### config.mk
export PLATFORM = sky130hd
export DESIGN_NAME = pipe_credit_adapter
export DESIGN_NICKNAME = d
export VERILOG_FILES = /design/src/rtl/pipe_credit_adapter_pkg.sv /design/src/rtl/pipe_return_fifo.sv /design/src/rtl/pipe_credit_adapter.sv
export SDC_FILE = /design/constraint.sdc
export NUM_CORES = 1
export LEC_CHECK = 0
export CAP_MARGIN = 15
export CORE_UTILIZATION = 45
export DETAILED_ROUTE_END_ITERATION = 10
export HOLD_SLACK_MARGIN = 0.05
export PLACE_DENSITY = 0.75
export SETUP_SLACK_MARGIN = 0.2
export SYNTH_ARGS = -nofsm -noshare
export SYNTH_HDL_FRONTEND = slang
export SYNTH_SLANG_ARGS = --single-unit
### constraint.sdc
create_clock -name clk -period 5.4 [get_ports clk]
set_clock_uncertainty 0.1 [all_clocks]
set_input_delay 1.62 -clock clk [delete_from_list [all_inputs] [get_ports clk]]
set_output_delay 1.62 -clock clk [all_outputs]
set_load 0.02 [all_outputs]
### src/rtl/pipe_credit_adapter_pkg.sv
// Shared definitions for the pipe credit adapter.
//   - default WIDTH / LATENCY / DEPTH constants
//   - credit_cnt_w(): width of a counter that must hold 0..depth inclusive
package pipe_credit_adapter_pkg;

    localparam int DEFAULT_WIDTH   = 32;
    localparam int DEFAULT_LATENCY = 2;
    localparam int DEFAULT_DEPTH   = 4;

    function automatic int credit_cnt_w(input int depth);
        return $clog2(depth + 1);
    endfunction

endpackage

### src/rtl/pipe_return_fifo.sv
// Return buffer for results coming back from the valid-only pipeline.
// Storage is a register array, so an entry written in one cycle is first
// visible on rd_data the next cycle (no write-to-read bypass).
// Pointers wrap modulo DEPTH, so DEPTH need not be a power of two.
//
// Ports
//   clk, rst        clock, synchronous active-low reset
//   wr_en, wr_data  push request; ignored when full unless a pop happens too
//   rd_en           pop request; honoured only when not empty
//   rd_data         head entry, 0 while empty
//   full, empty     occupancy flags
//   count           entries currently stored (0..DEPTH)
module pipe_return_fifo
    import pipe_credit_adapter_pkg::*;
#(
    parameter int WIDTH = DEFAULT_WIDTH,
    parameter int DEPTH = DEFAULT_DEPTH
) (
    input  logic                              clk,
    input  logic                              rst,
    input  logic                              wr_en,
    input  logic [WIDTH-1:0]                  wr_data,
    input  logic                              rd_en,
    output logic [WIDTH-1:0]                  rd_data,
    output logic                              full,
    output logic                              empty,
    output logic [credit_cnt_w(DEPTH)-1:0]    count
);

    localparam int CW = credit_cnt_w(DEPTH);
    localparam int PW = (DEPTH > 1) ? $clog2(DEPTH) : 1;

    logic [WIDTH-1:0] mem_q [DEPTH];
    logic [PW-1:0]    head_q, head_d;
    logic [PW-1:0]    tail_q, tail_d;
    logic [CW-1:0]    count_q, count_d;
    logic             do_wr;
    logic             do_pop;

    function automatic logic [PW-1:0] ptr_inc(input logic [PW-1:0] p);
        return (p == PW'(DEPTH - 1)) ? '0 : p + PW'(1);
    endfunction

    always_comb begin
        do_pop  = rd_en && (count_q != '0);
        // When full, the tail slot is the head slot; a same-cycle pop frees it.
        do_wr   = wr_en && ((count_q != CW'(DEPTH)) || do_pop);
        head_d  = do_pop ? ptr_inc(head_q) : head_q;
        tail_d  = do_wr  ? ptr_inc(tail_q) : tail_q;
        count_d = count_q;
        unique case ({do_wr, do_pop})
            2'b10:   count_d = count_q + CW'(1);
            2'b01:   count_d = count_q - CW'(1);
            default: count_d = count_q;
        endcase
    end

    always_ff @(posedge clk) begin
        if (!rst) begin
            head_q  <= '0;
            tail_q  <= '0;
            count_q <= '0;
        end else begin
            head_q  <= head_d;
            tail_q  <= tail_d;
            count_q <= count_d;
        end
    end

    // Payload storage needs no reset: rd_data is forced to 0 while empty.
    always_ff @(posedge clk) begin
        if (do_wr) begin
            mem_q[tail_q] <= wr_data;
        end
    end

    assign empty   = (count_q == '0);
    assign full    = (count_q == CW'(DEPTH));
    assign count   = count_q;
    assign rd_data = empty ? '0 : mem_q[head_q];

endmodule

### src/rtl/pipe_credit_adapter.sv
// Credit-based ready/valid wrapper around a fixed-latency valid-only pipeline.
// A credit is taken when an item enters the pipeline and returned when its
// result leaves the return buffer, so the buffer can never overflow in
// normal operation and upstream ready never waits on downstream ready.
//
// Ports
//   clk, rst                         clock, synchronous active-low reset
//   in_valid, in_data, in_ready      upstream handshake
//   pipe_in_valid, pipe_in_data      drive the attached pipeline input
//   pipe_out_valid, pipe_out_data    attached pipeline result
//   out_valid, out_data, out_ready   downstream handshake
//   used                             credits consumed (in flight + buffered)
//   err                              sticky protocol error
module pipe_credit_adapter
    import pipe_credit_adapter_pkg::*;
#(
    parameter int WIDTH   = DEFAULT_WIDTH,
    parameter int LATENCY = DEFAULT_LATENCY,
    parameter int DEPTH   = DEFAULT_DEPTH
) (
    input  logic                              clk,
    input  logic                              rst,
    input  logic                              in_valid,
    input  logic [WIDTH-1:0]                  in_data,
    output logic                              in_ready,
    output logic                              pipe_in_valid,
    output logic [WIDTH-1:0]                  pipe_in_data,
    input  logic                              pipe_out_valid,
    input  logic [WIDTH-1:0]                  pipe_out_data,
    output logic                              out_valid,
    output logic [WIDTH-1:0]                  out_data,
    input  logic                              out_ready,
    output logic [credit_cnt_w(DEPTH)-1:0]    used,
    output logic                              err
);

    localparam int CW = credit_cnt_w(DEPTH);

    if (DEPTH < LATENCY + 1) begin : g_depth_check
        $error("pipe_credit_adapter: DEPTH must be at least LATENCY + 1");
    end

    logic [CW-1:0] used_q, used_d;
    logic          err_q, err_d;
    logic          accept;
    logic          pop;
    logic          fifo_full;
    logic          fifo_empty;
    logic [CW-1:0] fifo_count;
    logic          no_in_flight;

    pipe_return_fifo #(
        .WIDTH (WIDTH),
        .DEPTH (DEPTH)
    ) u_fifo (
        .clk     (clk),
        .rst     (rst),
        .wr_en   (pipe_out_valid),
        .wr_data (pipe_out_data),
        .rd_en   (out_ready),
        .rd_data (out_data),
        .full    (fifo_full),
        .empty   (fifo_empty),
        .count   (fifo_count)
    );

    // rst gating keeps ready low for the whole reset window, not just after
    // the first edge.
    assign in_ready      = rst && (used_q < CW'(DEPTH));
    assign accept        = in_valid && in_ready;
    assign pipe_in_valid = accept;
    assign pipe_in_data  = in_data;
    assign out_valid     = !fifo_empty;
    assign pop           = out_valid && out_ready;

    always_comb begin
        used_d = used_q;
        if (accept && !pop) begin
            used_d = used_q + CW'(1);
        end else if (pop && !accept && (used_q != '0)) begin
            // Saturate: a spurious result can be popped without ever having
            // held a credit.
            used_d = used_q - CW'(1);
        end

        // In-flight count is used minus buffered; zero or less means the
        // pipeline should have nothing to return.
        no_in_flight = (used_q <= fifo_count);
        err_d = err_q
              | (pipe_out_valid && fifo_full && !pop)
              | (pipe_out_valid && no_in_flight);
    end

    always_ff @(posedge clk) begin
        if (!rst) begin
            used_q <= '0;
            err_q  <= 1'b0;
        end else begin
            used_q <= used_d;
            err_q  <= err_d;
        end
    end

    assign used = used_q;
    assign err  = err_q;

endmodule

==> impl_metrics.toml <==
[yosys]
synth_top_area_share_pct = 64.4
synthCells = 335
synth_area_um2 = 5970
synth_area_leaders = "edfxtp_1, mux4_2, buf_4"
yosys_warnings = 0
ys_seq_elements = 141
synth_top_area_cell = "edfxtp_1"
ys_types = 39
syn-num-nets = 414
synth.avg_cell_area_um2 = 17.8
synth_sequential_area_ratio_pct = 68.7

[global_routing]
grt_use_total_pct = 17.0
grt_pass1_vias = 3105
antenna_found_initial = 0
grt_max_degree = 34
grt_pass1_wl_um = 16300
grt_overflow = 0

[drt]
ant_nets = 0
drc_errors = 0
dr.pass1.iters = 4
vias = 2975
wire_per_inst_um = 18.6
via_per_inst = 5.22
drt-initial-drc-count = 188
wirelength_um = 10600

[floorplanning]
num_io_pins = 140
die-area_um2 = 13700
rows = 41
die_h_um = 117
initial_core_util_pct = 46.7
die_w_um = 117
coreArea_um2 = 12800

[setup_path]
cp_data_required_time_ps = 3680
worstSetupEndpointType = "output port"
timing.rr.start = "u_fifo.count[0]$_SDFFE_PN0P_"
cp.arrival_ps = 3080
crit_type = "in -> out"
startpoint = "rst"
worst-path-max-fanout = 3
startpoint_type = "primary input"

[cells_and_area]
area_growth_pct = 21.5
fill_cells = 948
nets = 465
fin_area_um2 = 7250
drive_gt1_share_pct = 19.1
diodes = 0

[clock_tree]
clk_latency_ps = 410
root_buffer = "clkbuf_16"
cts.sinks = 141
htree_levels = 4
post_cts_resized = 0
holdBufCountCts = 0
clkTransAtPathRegs_ps = 60
cts_tree = "yes"
numCtsBuffers = 17
postCtsSetupRepairBufs = 0
cts_buffer_depth = 2

[job]
cap_violations = 0

[worst_hold_path]
min_path_type = "reg -> reg"
hp-start = "err$_SDFF_PN0_"

[timing]
final_hold_viol_count = 0
rsz0062_at_grt = "false"
max_freq_mhz = 208
tightestPinTransition_ps = 892
maxSlewViolCount = 0
tns_ps = 0
period_minus_slack_ps = 4800
slew_headroom_pct = 40.6
post-route-period-util_pct = 88.8
setup_violations = 0

[outcome]
status = "finished clean"

[pwr]
ir_worst_vdd_v = 0.000215
power_density_nw_per_um2 = 425
p_leak_nw = 2.37

[placement]
placedInstanceArea_um2 = 6650
dpl.hpwl_um = 6450
routabilityCongestion = 0.721
port_buffers = 75
==> final timing paths <==
| check | to | slack [ps] | cells after the start |
|---|---|---|---|
| hold reg to reg | err$_SDFF_PN0_ | 360 | 2 |
| setup reg to reg | u_fifo.mem_q[0][22]$_DFFE_PP_ | 2880 | 3 |
| hold / removal | err$_SDFF_PN0_ | 360 | 2 |
| setup / recovery | pipe_in_valid | 600 | 5 |
==> final cells by class <==
| cell class | count | area [um^2] | area share, % |
|---|---|---|---|
| Tap cell | 172 | 215 | 2.97 |
| Sequential cell | 141 | 4110 | 56.6 |
| Inverter | 9 | 33.8 | 0.466 |
| Clock inverter | 12 | 170 | 2.35 |
| Timing Repair Buffer | 79 | 781 | 10.8 |
| Multi-Input combinational cell | 138 | 1520 | 20.9 |
| Clock buffer | 19 | 433 | 5.97 |
==> stage by stage <==
stage,instances,setup slack (ps),total power [W],hold slack [ps],util (%)
after floorplan,335,1110,0.00172,418,-
after global placement,539,633,0.00191,350,52.1
after detailed placement,539,604,0.00193,354,52.1
after CTS,570,586,0.00311,364,56.8
after global routing,570,485,0.00321,403,56.8
final,570,602,0.00308,359,56.8
==> layout by cell type, fill, tap and decap left out, types with 2 or more instances in the layout <==
master,Yosys,layout
a21oi_1,4,4
clkinvlp_4,0,2
xor2_1,2,2
nand2_1,10,10
nor2_1,4,4
bufinv_16,0,4
and2_2,0,4
ha_1,8,8
clkbuf_16,0,17
fa_1,2,2
clkbuf_1,4,2
clkinv_2,0,2
nor3_1,4,3
dfxtp_1,13,11
dfxtp_2,0,2
o21a_1,3,3
mux2i_1,5,5
inv_1,8,8
o21ai_0,2,2
a31oi_1,2,2
nor2b_1,39,39
mux4_2,32,32
buf_4,35,4
edfxtp_1,128,128
clkinv_1,0,2
clkdlybuf4s50_1,0,75
==> critical path, cell delays in order <==
cell	delay, ps
clkdlybuf4s50_1	470
nor2b_1	160
nand2_1	120
inv_1	90
clkdlybuf4s50_1	600
==> synth_stat cells (all sizes together) <==
cell     count
nor4b        1
fa           2
buf         43
o21ai        3
o21bai       1
edfxtp     128
a2bb2oi      1
mux2i        5
ha           8
or2          1
nor3b        1
nand3        1
a21oi        4
a21boi       1
mux4        32
nor4         1
nand2b       1
nand2       10
nor3         4
a31oi        3
a2111oi      1
o21a         3
dfxtp       13
and2         5
inv          9
clkbuf       4
a211oi       1
nor2         4
nor2b       39
xor2         2
xnor2        1
o31ai        1
o221ai       1
==> where the power goes <==
group          internal, W  leakage (nW)  total, W  switching, W
sequential         0.00127          1.28   0.00132     0.0000540
combinational     0.000292         0.795  0.000577      0.000285
clock             0.000766         0.288   0.00118      0.000417
==> flip-flops by register name (all words and copies together) (netlist names), named ones only <==
signal,cells
err,1
u_fifo.count,3
u_fifo.head_q,2
u_fifo.mem_q,128
u_fifo.tail_q,2
used,3
==> logic make-up after synthesis <==
family | synth area share (%)
DFF | 68.7
and+or+nand+nor | 6.60
buffers and inverters | 6.04
muxes | 12.9
AOI/OAI and AO/OA | 2.91
adders and majority gates | 2.35
xor gates and xnor gates | 0.440
==> per-layer routing <==
| layer | GRT usage [%] | share of wire [%] |
|---|---|---|
| met1 | 19.8 | 41 |
| met4 | 8.86 | 2.0 |
| met3 | 5.25 | 5.4 |
| met2 | 28.3 | 51 |
| met5 | 0 | 0 |
Note: power is estimated with default switching activity, not from simulation.
